`src/rtl/nibble_serial_adder.sv`:
```
// Purpose: WIDTH-bit adder built from one 4-bit ripple slice reused LSB nibble first.
// Latency: N = WIDTH/4 cycles from accept edge to out_valid.
// Backpressure: result held in HOLD until out_ready. in_ready is low while busy.
//
// Ports: clk, rst_n (sync, active-low); in_valid/in_ready with a, b, cin;
//        out_valid/out_ready with sum, cout, ovf.
// Optional feature: define NSA_OVERFLOW_EN to compute signed overflow on ovf.
// Without it, ovf is tied to 0.
module nibble_serial_adder #(
  parameter int WIDTH = 16
) (
  input  logic             clk,
  input  logic             rst_n,
  input  logic             in_valid,
  output logic             in_ready,
  input  logic [WIDTH-1:0] a,
  input  logic [WIDTH-1:0] b,
  input  logic             cin,
  output logic             out_valid,
  input  logic             out_ready,
  output logic [WIDTH-1:0] sum,
  output logic             cout,
  output logic             ovf
);

  localparam int N  = WIDTH / 4;
  localparam int IW = (N > 1) ? $clog2(N) : 1;

  typedef enum logic [1:0] {
    IDLE = 2'd0,
    ADD  = 2'd1,
    HOLD = 2'd2
  } state_t;

  state_t          state_q, state_d;
  logic [IW-1:0]   idx_q, idx_d;
  logic            c_q, c_d;
  logic [WIDTH-1:0] op_a_q, op_a_d;
  logic [WIDTH-1:0] op_b_q, op_b_d;
  logic [WIDTH-1:0] sum_q, sum_d;
  logic            cout_q, cout_d;
  logic [3:0]      nib_a, nib_b;
  logic [4:0]      slice_s;
  logic            last_nib;

  // Select the current nibble pair with an explicit mux; the slice sees
  // one nibble of each operand plus the carry from the previous nibble.
  always_comb begin
    nib_a = 4'h0;
    nib_b = 4'h0;
    for (int k = 0; k < N; k++) begin
      if (idx_q == IW'(k)) begin
        nib_a = op_a_q[4*k +: 4];
        nib_b = op_b_q[4*k +: 4];
      end
    end
  end

  assign slice_s  = {1'b0, nib_a} + {1'b0, nib_b} + {4'b0000, c_q};
  assign last_nib = (idx_q == IW'(N - 1));

`ifdef NSA_OVERFLOW_EN
  logic ovf_q, ovf_d;
  // Carry into the MSB is recovered from the MSB sum bit and its operand bits.
  logic ovf_last;
  assign ovf_last = op_a_q[WIDTH-1] ^ op_b_q[WIDTH-1] ^ slice_s[3] ^ slice_s[4];
`endif

  always_comb begin
    state_d = state_q;
    idx_d   = idx_q;
    c_d     = c_q;
    op_a_d  = op_a_q;
    op_b_d  = op_b_q;
    sum_d   = sum_q;
    cout_d  = cout_q;
`ifdef NSA_OVERFLOW_EN
    ovf_d   = ovf_q;
`endif
    case (state_q)
      IDLE: begin
        if (in_valid) begin
          op_a_d  = a;
          op_b_d  = b;
          c_d     = cin;
          sum_d   = '0;
          cout_d  = 1'b0;
`ifdef NSA_OVERFLOW_EN
          ovf_d   = 1'b0;
`endif
          idx_d   = '0;
          state_d = ADD;
        end
      end
      ADD: begin
        for (int k = 0; k < N; k++) begin
          if (idx_q == IW'(k)) begin
            sum_d[4*k +: 4] = slice_s[3:0];
          end
        end
        c_d = slice_s[4];
        if (last_nib) begin
          cout_d  = slice_s[4];
`ifdef NSA_OVERFLOW_EN
          ovf_d   = ovf_last;
`endif
          idx_d   = '0;
          state_d = HOLD;
        end else begin
          idx_d = idx_q + 1'b1;
        end
      end
      HOLD: begin
        if (out_ready) begin
          state_d = IDLE;
        end
      end
      default: state_d = IDLE;
    endcase
  end

  always_ff @(posedge clk) begin
    if (!rst_n) begin
      state_q <= IDLE;
      idx_q   <= '0;
      c_q     <= 1'b0;
      op_a_q  <= '0;
      op_b_q  <= '0;
      sum_q   <= '0;
      cout_q  <= 1'b0;
`ifdef NSA_OVERFLOW_EN
      ovf_q   <= 1'b0;
`endif
    end else begin
      state_q <= state_d;
      idx_q   <= idx_d;
      c_q     <= c_d;
      op_a_q  <= op_a_d;
      op_b_q  <= op_b_d;
      sum_q   <= sum_d;
      cout_q  <= cout_d;
`ifdef NSA_OVERFLOW_EN
      ovf_q   <= ovf_d;
`endif
    end
  end

  // Handshake outputs come straight from the state register.
  assign in_ready  = (state_q == IDLE);
  assign out_valid = (state_q == HOLD);
  assign sum       = sum_q;
  assign cout      = cout_q;
`ifdef NSA_OVERFLOW_EN
  assign ovf       = ovf_q;
`else
  assign ovf       = 1'b0;
`endif

endmodule

```
`config.mk`:
```
export PLATFORM = sky130hd
export DESIGN_NAME = nibble_serial_adder
export DESIGN_NICKNAME = d
export VERILOG_FILES = /design/src/rtl/nibble_serial_adder.sv
export SDC_FILE = /design/constraint.sdc
export NUM_CORES = 1
export LEC_CHECK = 0
export ABC_AREA = 1
export CAP_MARGIN = 10
export CORE_MARGIN = 5
export CORE_UTILIZATION = 50
export DETAILED_ROUTE_END_ITERATION = 7
export MAX_ROUTING_LAYER = met4
export PLACE_DENSITY = 0.87
export REMOVE_ABC_BUFFERS = 1
export SLEW_MARGIN = 15
export SYNTH_ARGS = -nofsm -noshare
export SYNTH_HDL_FRONTEND = slang
export SYNTH_SLANG_ARGS = --single-unit
```
`constraint.sdc`:
```
create_clock -name clk -period 3.21 [get_ports clk]
set_input_delay 0.642 -clock clk [delete_from_list [all_inputs] [get_ports clk]]
set_output_delay 0.642 -clock clk [all_outputs]
set_load 0.005 [all_outputs]
```
==> flow_summary.yaml <==
drt:
  wl_per_cell_um: 13.0
  ant_nets: 0
  drt_iter0_drc: 112
  num_vias: 2305
  firstDrtPassIters: 5
  route.detailed.drc: 0
  viasPerCell: 5.13
  drt_wl_total_um: 5820
logic_synthesis:
  ys.flop_type: "dfxtp_1"
  synth_cells: 335
  ys_seq_area_share_pct: 42.9
  ys_ff_latch: 54
  ys_warn_count: 0
  synth_most_common_cell: "nor2_1"
  synth_area_leaders: "dfxtp_1 43%, nor2_1 11%, a21oi_1 7.0%, nand2_1 6.6%, o21ai_1 6.0%"
  async_reset_ff_share_pct: 0
  ys_types: 24
  synth_edf_count: 0
  synth_top_cell_area_share_pct: 42.9
  synth_top_cells_by_count: "75 x nor2_1, 54 x dfxtp_1, 44 x nand2_1"
  synth.cell_area_sq_um: 2520
  synth_top_cell_by_area: "dfxtp_1"
  synth.avg_cell_area_sq_um: 7.52
critical_path:
  cp-start-kind: "register"
  worstPathCellList: "inv_1, ha_1, inv_2, o21ai_0, o21ai_0, o21ai_0, fa_1, fa_1, nor2_1, nand2_1, a21oi_1"
  cp_max_fo: 10
  crit_arrival_ns: 3.13
  reg2reg_depth: 11
  worstSetupPathType: "reg2reg"
  slowest_stage: "fa_1"
  critPathMaxStageDelay_ns: 0.46
  path_common_cell: "o21ai_0"
  critPathCaptureType: "register"
  required_ns: 3.44
cts:
  post_cts_buffers: 0
  cts_tree: "built"
  cts.sinks: 54
  cts_buffer_depth: 2
  hold_buffers: 0
  cts_inserted_buffers: 5
  cts-resized-gates: 0
  path_clk_slew_ns: 0.09
  clk_latency_ns: 0.30
  htreeDepth: 2
  cts.root.buffer_cell: "clkbuf_8"
timing:
  hold_viol: 0
  finalMaxSlewViolations: 0
  finalSetupTns_ns: 0
  rsz0062_at_grt: "false"
  finalClockSkew_ns: 0.00567
  period_share_pct: 90.3
  fin_crit_ns: 2.90
  clock.fmax_mhz: 345
  tightest_slew_ns: 0.555
  finalSetupViolCount: 0
  maxSlewHeadroom_pct: 62.9
layout:
  drive_gt1_share_pct: 6.54
  n_fill_cell: 435
  antenna_cells: 0
  stdcell_area_sq_um: 3120
  nets: 428
  syn2layout_area_growth_pct: 23.6
  final_cells: 449
placed_design:
  port-buffer-count: 55
  gp_congestion: 0.896
  dp_cells: 442
  dp.final_hpwl_um: 4400
  placed_area_sq_um: 3040
floorplan:
  initial_core_util_pct: 52.3
  dieArea_sq_um: 6560
  die_w_um: 81.0
  rows: 25
  io_pins: 57
  core_sq_um: 4820
  die_h_um: 81.0
global_routing:
  grt_pass1_wl_um: 10100
  grt_antenna_before_repair: 0
  first_global_vias: 2316
  grt_usage_pct: 20.2
  grt_max_degree: 44
  globalRouteOverflowTotal: 0
worst_hold_path:
  worstHoldPathType: "reg2reg"
  whs_path_depth: 2
power:
  powerDensity_nw_per_um2: 467
  p_leak_nw: 1.29
  peakVddDrop_mv: 0.224
status:
  status: "finished clean"
job:
  maxCapViolations: 0
[flip-flops by register name (all words and copies together), names as in the netlist]
name / flops
idx_q: 2
sum: 16
state_q: 2
cout: 1
op_b_q: 16
c_q: 1
op_a_q: 16
[worst max-delay path: cells and delay by family (launching register included)]
kind            cells  cell delay (ns)
fa+ha+maj           3             1.21
simple gates        2             0.35
buf+inv             2             0.27
flops               1             0.41
compound gates      4             0.57
[cells by family after synthesis]
| kind of cell | count (synthesis) | synth area share [%] |
|---|---|---|
| fa+ha+maj | 9 | 5.06 |
| other cells | 1 | 0.149 |
| buf+inv | 42 | 9.14 |
| compound gates | 98 | 21.9 |
| flops | 54 | 42.9 |
| simple gates | 131 | 20.9 |
[metal layers]
layer | global-route usage [%] | wire, um | vias up
met1 | 22.8 | 2420 | 1038
met5 | - | 0 | -
met2 | 35.3 | 2940 | 75
li1 | - | - | 1180
met4 | 7.43 | 133 | 0
met3 | 4.21 | 324 | 12
[per-stage QoR]
stage               hold slack, ns  util, %  total power (W)  setup WS, ns
finish                       0.466     64.7          0.00145         0.312
CTS                          0.467     64.7          0.00146         0.312
global placement             0.449     63.0          0.00110         0.525
floorplan                    0.450        -         0.000965         0.654
detailed placement           0.453     63.0          0.00111         0.339
global route                 0.488     64.7          0.00154        0.0204
[report_power, final]
group	leakage [nW]	switching, W	total, W	internal [W]
Clock	0.0438	0.000208	0.000355	0.000147
Combinational	0.800	0.000186	0.000343	0.000157
Sequential	0.445	0.0000325	0.000757	0.000724
[cell usage in the layout (no fill, tap or decap), types with 7 or more instances in the layout]
cell / count
a21oi_1: 35
clkdlybuf4s50_1: 55
dfxtp_1: 54
ha_1: 7
inv_1: 21
nand2_1: 44
nand3_1: 9
nor2_1: 75
o21ai_0: 19
o21ai_1: 30
[worst paths after layout]
kind	startpoint	endpoint	slack [ns]
setup / recovery	idx_q[0]	sum[13]	0.31
hold / removal	sum[12]	sum[12]	0.47
setup reg to reg	idx_q[0]	sum[13]	0.31
hold reg to reg	sum[12]	sum[12]	0.47
[final cells by class]
class / instances / area [sq um] / area share, %
multi-input combinational: 239 / 1210 / 38.8
sequential: 54 / 1080 / 34.7
timing repair buffer: 58 / 573 / 18.4
inverter: 24 / 90.1 / 2.89
tap: 67 / 83.8 / 2.69
clock buffer: 5 / 68.8 / 2.21
clock inverter: 2 / 10.0 / 0.321
Note: power is estimated with default switching activity, not from simulation.
